[config.mk]
export PLATFORM = sky130hd
export DESIGN_NAME = cordic_word_in_fifo
export DESIGN_NICKNAME = d
export VERILOG_FILES = /design/src/rtl/cordic_word_in_fifo.sv
export SDC_FILE = /design/constraint.sdc
export NUM_CORES = 1
export LEC_CHECK = 0
export BUFFER_PORTS_ARGS = -buffer_cell sky130_fd_sc_hd__buf_2
export CORE_MARGIN = 2
export CORE_UTILIZATION = 47
export DETAILED_ROUTE_END_ITERATION = 6
export GPL_ROUTABILITY_DRIVEN = 0
export GPL_TIMING_DRIVEN = 1
export PLACE_DENSITY = 0.71
export SLEW_MARGIN = 10
export SYNTH_ARGS = -nofsm -noshare
export SYNTH_HDL_FRONTEND = slang
export SYNTH_SLANG_ARGS = --single-unit
[constraint.sdc]
create_clock -name clk -period 4.3 [get_ports clk]
set_clock_uncertainty 0.2 [all_clocks]
set_input_delay 0.43 -clock clk [delete_from_list [all_inputs] [get_ports clk]]
set_output_delay 0.43 -clock clk [all_outputs]
set_load 0.02 [all_outputs]
[src/rtl/cordic_word_in_fifo.sv]
// Input elastic buffer for the word-serial CORDIC: queues x/y/a samples and
// presents the head sample from registers, handing it over on din_valid & rfd.
module cordic_word_in_fifo #(
  parameter int IN_BITS  = 16,
  parameter int DEPTH    = 4,
  parameter int LOGDEPTH = 2
) (
  input  logic                clk,
  input  logic                nGrst,
  input  logic                flush,
  input  logic                s_valid,
  output logic                s_ready,
  input  logic [IN_BITS-1:0]  s_x,
  input  logic [IN_BITS-1:0]  s_y,
  input  logic [IN_BITS-1:0]  s_a,
  input  logic                rfd,
  output logic                din_valid,
  output logic [IN_BITS-1:0]  din_x,
  output logic [IN_BITS-1:0]  din_y,
  output logic [IN_BITS-1:0]  din_a,
  output logic [LOGDEPTH:0]   level,
  output logic                full,
  output logic                empty
);

  localparam int WORD_BITS = 3 * IN_BITS;
  localparam logic [LOGDEPTH:0] DEPTH_L = (LOGDEPTH + 1)'(DEPTH);

  logic [WORD_BITS-1:0] mem [DEPTH];
  logic [LOGDEPTH-1:0]  wr_ptr_reg;
  logic [LOGDEPTH-1:0]  rd_ptr_reg;
  logic [LOGDEPTH:0]    level_reg;
  logic                 head_valid_reg;
  logic [WORD_BITS-1:0] head_reg;

  logic [WORD_BITS-1:0] s_word;
  logic                 accept;
  logic                 consume;
  logic                 head_free;
  logic                 mem_empty;
  logic                 pop;
  logic                 bypass;
  logic                 push;
  logic [LOGDEPTH:0]    level_next;

  assign s_word  = {s_x, s_y, s_a};
  assign full    = (level_reg == DEPTH_L);
  assign empty   = (level_reg == '0);
  assign s_ready = ~full;
  assign accept  = s_valid & s_ready;
  assign consume = head_valid_reg & rfd;

  // The head register is part of level, so storage holds level minus the head.
  assign mem_empty = (level_reg == {{LOGDEPTH{1'b0}}, head_valid_reg});
  assign head_free = ~head_valid_reg | consume;
  assign pop       = head_free & ~mem_empty;
  assign bypass    = head_free & mem_empty & accept;
  assign push      = accept & ~bypass;

  always_comb begin
    level_next = level_reg;
    case ({accept, consume})
      2'b10:   level_next = level_reg + (LOGDEPTH + 1)'(1);
      2'b01:   level_next = level_reg - (LOGDEPTH + 1)'(1);
      default: level_next = level_reg;
    endcase
  end

  always_ff @(posedge clk or negedge nGrst) begin
    if (!nGrst) begin
      wr_ptr_reg     <= '0;
      rd_ptr_reg     <= '0;
      level_reg      <= '0;
      head_valid_reg <= 1'b0;
      head_reg       <= '0;
    end else if (flush) begin
      wr_ptr_reg     <= '0;
      rd_ptr_reg     <= '0;
      level_reg      <= '0;
      head_valid_reg <= 1'b0;
    end else begin
      level_reg <= level_next;
      if (push) begin
        wr_ptr_reg <= wr_ptr_reg + LOGDEPTH'(1);
      end
      if (pop) begin
        rd_ptr_reg <= rd_ptr_reg + LOGDEPTH'(1);
      end
      // Refill the head the same cycle it empties so back-to-back samples have no bubble.
      if (head_free) begin
        head_valid_reg <= pop | bypass;
        if (pop) begin
          head_reg <= mem[rd_ptr_reg];
        end else if (bypass) begin
          head_reg <= s_word;
        end
      end
    end
  end

  always_ff @(posedge clk) begin
    if (push && !flush) begin
      mem[wr_ptr_reg] <= s_word;
    end
  end

  assign din_valid = head_valid_reg;
  assign din_x     = head_reg[3*IN_BITS-1:2*IN_BITS];
  assign din_y     = head_reg[2*IN_BITS-1:IN_BITS];
  assign din_a     = head_reg[IN_BITS-1:0];
  assign level     = level_reg;

endmodule
# == After elaboration in Yosys (flattened, before gate mapping) ==
# Memory sizes are Yosys's and may differ from the RTL's.
# Index checks and enable logic that the tools add are counted.
# W data, S select, Z words.
# op_classes
eq_ne,4
n_reduce_logical,9
bitwise_logic,13
addsub,4
mux,12
# ops
operator,count
$mux W48,2
$mux W2,4
$reduce_bool A2 Y1,4
$and A1 B1 Y1,6
$pmux W3 S2,1
$not A1 Y1,5
$add A2 B1 Y2 const B,2
$mux W1,4
$add A3 B1 Y3 const B,1
$eq A3 B1 Y1,1
$eq A3 B3 Y1 const B,1
$logic_not A3 Y1,1
$mux W3,1
$reduce_and A3 Y1,1
$reduce_bool A3 Y1,1
$sub A3 B1 Y3 const B,1
$eq A2 B1 Y1 const B,1
$eq A2 B2 Y1 const B,1
$or A1 B1 Y1,2
$logic_and A1 B1 Y1,1
$logic_not A1 Y1,1
# totals
ff_bits,56
input_bits,53
n_memories,1
mem_bits_rw,192
# memory_table
name,words,word_bits,read_ports,rd_ports_with_merged_regs,write_ports,line_no,text
mem,4,48,1,0,1,29,logic [WORD_BITS-1:0] mem [DEPTH];

# == Longest topological paths before layout ==
# depth
depth_word,9
depth_mapped,7
mapped_depth_nobuf,7

# == Worst setup path before layout ==
# OpenSTA, ideal clock, no wires.
# synth_path
path_type,register to register
startpoint,"register head_valid_reg, in the netlist din_valid"
endpoint,"memory mem[0][0] in the netlist's numbering, enable pin"
arrival_time_ns,2.317
n_path_buf,0
path_stages_with_launch,6
setup_time_ns,0.411
setup_slack_ns,1.373
cell_sequence,dfrtp_1 nor2b_1 mux2_2 o21ai_1 nor2_1 and2_1
# synth_via
elab_chain_cells,9
# synth_rtl
element,line_no,text
from (decl),33,logic head_valid_reg;
from (signal assigned),91,head_valid_reg <= pop | bypass;
$and A1 B1 Y1 or $not A1 Y1 (tied branches),"51, 55",
$or A1 B1 Y1,55,assign head_free = ~head_valid_reg | consume;
$and A1 B1 Y1 * (2 in series),57,assign bypass = head_free & mem_empty & accept;
$not A1 Y1 *,58,assign push = accept & ~bypass;
$and A1 B1 Y1 *,58,
$logic_and A1 B1 Y1 *,102,if (push && !flush) begin
$mux W1 *,102,
$mux W1 (not written as such) *,103,mem[wr_ptr_reg] <= s_word;
to (decl),29,
# Every way passes the cells marked *; elsewhere a longest branch is shown, timed or not.

# == Final worst setup path ==
# layout_path
startpoint,"register level_reg[0], in the netlist level[0]"
endpoint,register head_reg[26]
# layout_via
elab_chain_cells,6
# layout_rtl
element,line_no,text
from (decl),32,logic [LOGDEPTH:0] level_reg;
from (signal assigned),82,level_reg <= level_next;
$eq A3 B3 Y1,47,assign full = (level_reg == DEPTH_L);
$not A1 Y1,49,assign s_ready = ~full;
$and A1 B1 Y1,50,assign accept = s_valid & s_ready;
$and A1 B1 Y1,57,
$reduce_bool A2 Y1 (no line),-,
$reduce_and A3 Y1 (no line),-,
to (signal assigned),93,head_reg <= mem[rd_ptr_reg];
to (signal assigned),95,head_reg <= s_word;
to (decl),34,logic [WORD_BITS-1:0] head_reg;
# Parallel ways exist; a longest one is shown, timed or not.
# A chain may end at the register's enable or synchronous reset.

==> metrics.txt <==
path type of the worst min-delay path=input port to register; logic depth of the worst register-to-register path=5; Gate Count Post-Synth=520; fin area=0.0118 mm²; Critical R2R Launch=level[0]; Slew HR=30.5%; Post-synth top flop=edfxtp_1; total congestion overflow=0; # resized after CTS=0; number of enable flip-flop cells after synthesis=192; timing endpoint of the critical path=head_reg[26]; fraction of final layout cells sized beyond drive strength 1=30.8%; FFs w/ async S/R, synth=22.6%; I/O Pins=108; fraction of the core area covered by cells at the end of the flow=58.6%; Data required, critical path=4.46 ns; pin count of the biggest net entering global routing=51; clock share of power=32.0%; total number of cells along the worst setup path=5; Synth Area in Compound Gates=3.69%; Die Area=0.0216 mm²; unrepaired setup endpoints after global routing=no; clock-pin slew on the worst setup and hold paths=0.06 ns; Fmax=0.325 GHz; simple-gate area share of the yosys netlist=3.26%; total number of placement rows=52; Worst setup SP type=register; Area growth syn-to-layout=22.7%; count of final max-slew check failures=0; leakage dissipation=4.37 nW; detailed-placement wirelength estimate=12000 µm; sum of negative setup slack=0 ns; adder and majority gate portion of the synthesized area=0.728%; placement-stage cell area=0.0104 mm²; CTS buffer count=25; total number of vias=5207; max-cap viol count=0; clock tree from TritonCTS=done; arrival time reported for the critical path endpoint=3.24 ns; flip-flop count of the largest register, all copies and words added=192; peak supply drop=0.388 mV; detailed-routing iteration count for the pre-antenna-repair pass=5; clock latency reported for the late side of the worst-skew pair=0.50 ns; horizontal extent of the die=147 µm; Final Hold Fails=0; xor and xnor area share after synthesis=0.546%; largest family of logic cells by synthesized area=multiplexers; Setup CP Type=register to register; Synth Net Count=578; number of warnings printed during yosys synthesis=0; R2R Path End=head_reg[26]; maximum single-stage delay on the critical path=0.69 ns; Max H-tree Level=1; master cell of the clock root buffer=clkbuf_16; internal cell power=5.17 mW; worst setup slack before clock tree synthesis=1.19 ns; part of the Yosys area used for sequential elements=74.5%; switching power summed over all nets=2.20 mW; antenna-violating nets left=0; net total in the final layout=742; number of antenna violations at the first check in global routing=0; clock sink count=248; power density over cell area=624 mW/mm²; Worst-Margin Slew=1.04 ns; run status=finished clean; number of antenna cells inserted=0; effective utilization at floorplan=47.7%; total chip power=7.37 mW; setup bufs post-CTS=0; Vias/cell=5.36; wire length of the first global-routing pass=30600 µm; share of total power consumed by net switching=29.8%; endpoint type of the worst setup path=register; routed wire length=19700 µm; count of routing violations after the opening detailed-route iteration=344; Floorplan Core Area=0.0202 mm²; syn_area_per_cell=18.5 µm²; post-route clock period utilization=71.5%; Avg WL per Cell=20.3 µm; Post-Synthesis Cell Area=0.00962 mm²; relative contribution of sequential cells to total power=43.8%; final-report setup violation count=0; DRC violation count after routing=0; I/O Buffers=107; chip height=147 µm; maximum fanout encountered on the critical timing path=45; cell with the biggest individual delay on the critical path=o21ai_4; setup slack, reg-to-reg=1.23 ns; maximum count of clock buffers along a single path=3; All-Layer GR Usage=18.3%; cell-by-cell trace of the critical path=xnor2_1, nand2_1, o21ai_4, buf_4, o21ai_0; final critical delay including setup and external delays=3.07 ns; CP top delay family=compound AO/OA/AOI/OAI gates; count of buffer and inverter cells on the critical path=1; combinational group share of total power=24.2%; flops & latches, synth=248; launch point of the worst path=level[0]; mux contribution to synthesized area=15.3%; vias in the first global route=5464; final setup margin=1.23 ns; count of distinct cell types in the synthesized netlist=31
-- cells by family after synthesis --
| family | count (synthesis) |
|---|---|
| mux | 87 |
| xor+xnor | 6 |
| flops | 248 |
| compound gates | 66 |
| simple gates | 76 |
| buf+inv | 32 |
| fa+ha+maj | 5 |
-- power by group through the flow --
stage / logic [mW] / registers [mW] / clock network (mW)
after floorplan: 1.08 / 3.38 / 0
after global placement: 1.74 / 3.27 / 0
after detailed placement: 1.76 / 3.28 / 0
final: 1.78 / 3.22 / 2.36
after CTS: 1.81 / 3.24 / 2.41
after global routing: 1.92 / 3.29 / 2.49
-- cells in the mapped netlist, types with 4 or more instances --
| master | n | share of area, % |
|---|---|---|
| and2_1 | 4 | 0.26 |
| buf_2 | 9 | 0.47 |
| buf_6 | 7 | 0.82 |
| clkbuf_1 | 9 | 0.35 |
| dfrtp_1 | 56 | 15 |
| edfxtp_1 | 192 | 60 |
| ha_1 | 4 | 0.52 |
| inv_1 | 4 | 0.16 |
| mux2i_1 | 38 | 4.0 |
| mux4_2 | 48 | 11 |
| nand2_1 | 55 | 2.1 |
| nor2_1 | 10 | 0.39 |
| o21ai_0 | 18 | 0.94 |
| o21ai_1 | 31 | 1.6 |
| o22ai_1 | 12 | 0.78 |
| xnor2_1 | 5 | 0.45 |
-- layer usage --
metal  vias up  wire (µm)  global-route usage [%]
met5         -          0                       0
met4         0        369                    4.86
met3        34       1070                    3.17
met2       154       9860                    31.1
met1      2667       8430                    24.9
li1       2352          -                       -
-- placed cells by master, fill, tap and decap left out, drive strengths merged, types with 3 or more instances in the layout --
cell,instances
and2,4
inv,4
o22ai,12
mux2i,38
mux4,48
nor2,10
clkinv,5
edfxtp,192
clkinvlp,4
dfrtp,56
ha,4
bufinv,6
xnor2,5
buf,116
o21ai,50
nand2,55
a21oi,3
clkbuf,30
dlygate4sd3,49
-- how the worst min path moves through the flow --
stage	start	to	slack (ns)	cells past startpoint
2_1_floorplan	nGrst	din_valid	-0.07	0
3_3_place_gp	head_reg[31]	head_reg[31]	0.26	2
3_5_place_dp	head_reg[23]	head_reg[23]	0.27	2
4_1_cts	flush	level[2]	0.06	2
5_1_grt	flush	rd_ptr_reg[0]	0.08	2
6_report	flush	wr_ptr_reg[1]	0.07	2
-- per-stage QoR --
step,hold slack [ns],std cells
final,0.0737,972
after global routing,0.0817,972
after CTS,0.0560,972
after detailed placement,0.268,878
after global placement,0.263,878
after floorplan,-0.0656,520
-- cell type report --
class / instances / area, µm²
fill: 1517 / 8360
tap: 270 / 338
sequential: 248 / 7170
multi-input combinational: 240 / 2280
clock inverter: 15 / 243
inverter: 4 / 15.0
timing repair buffer: 165 / 1090
clock buffer: 30 / 664
-- what timing repair did --
item,in CTS,in global routing
setup endpoints to repair,0,0
endpoints found under the hold margin,218,0
hold buffers,49,0
No activity file was read; power rests on OpenSTA's default activity.
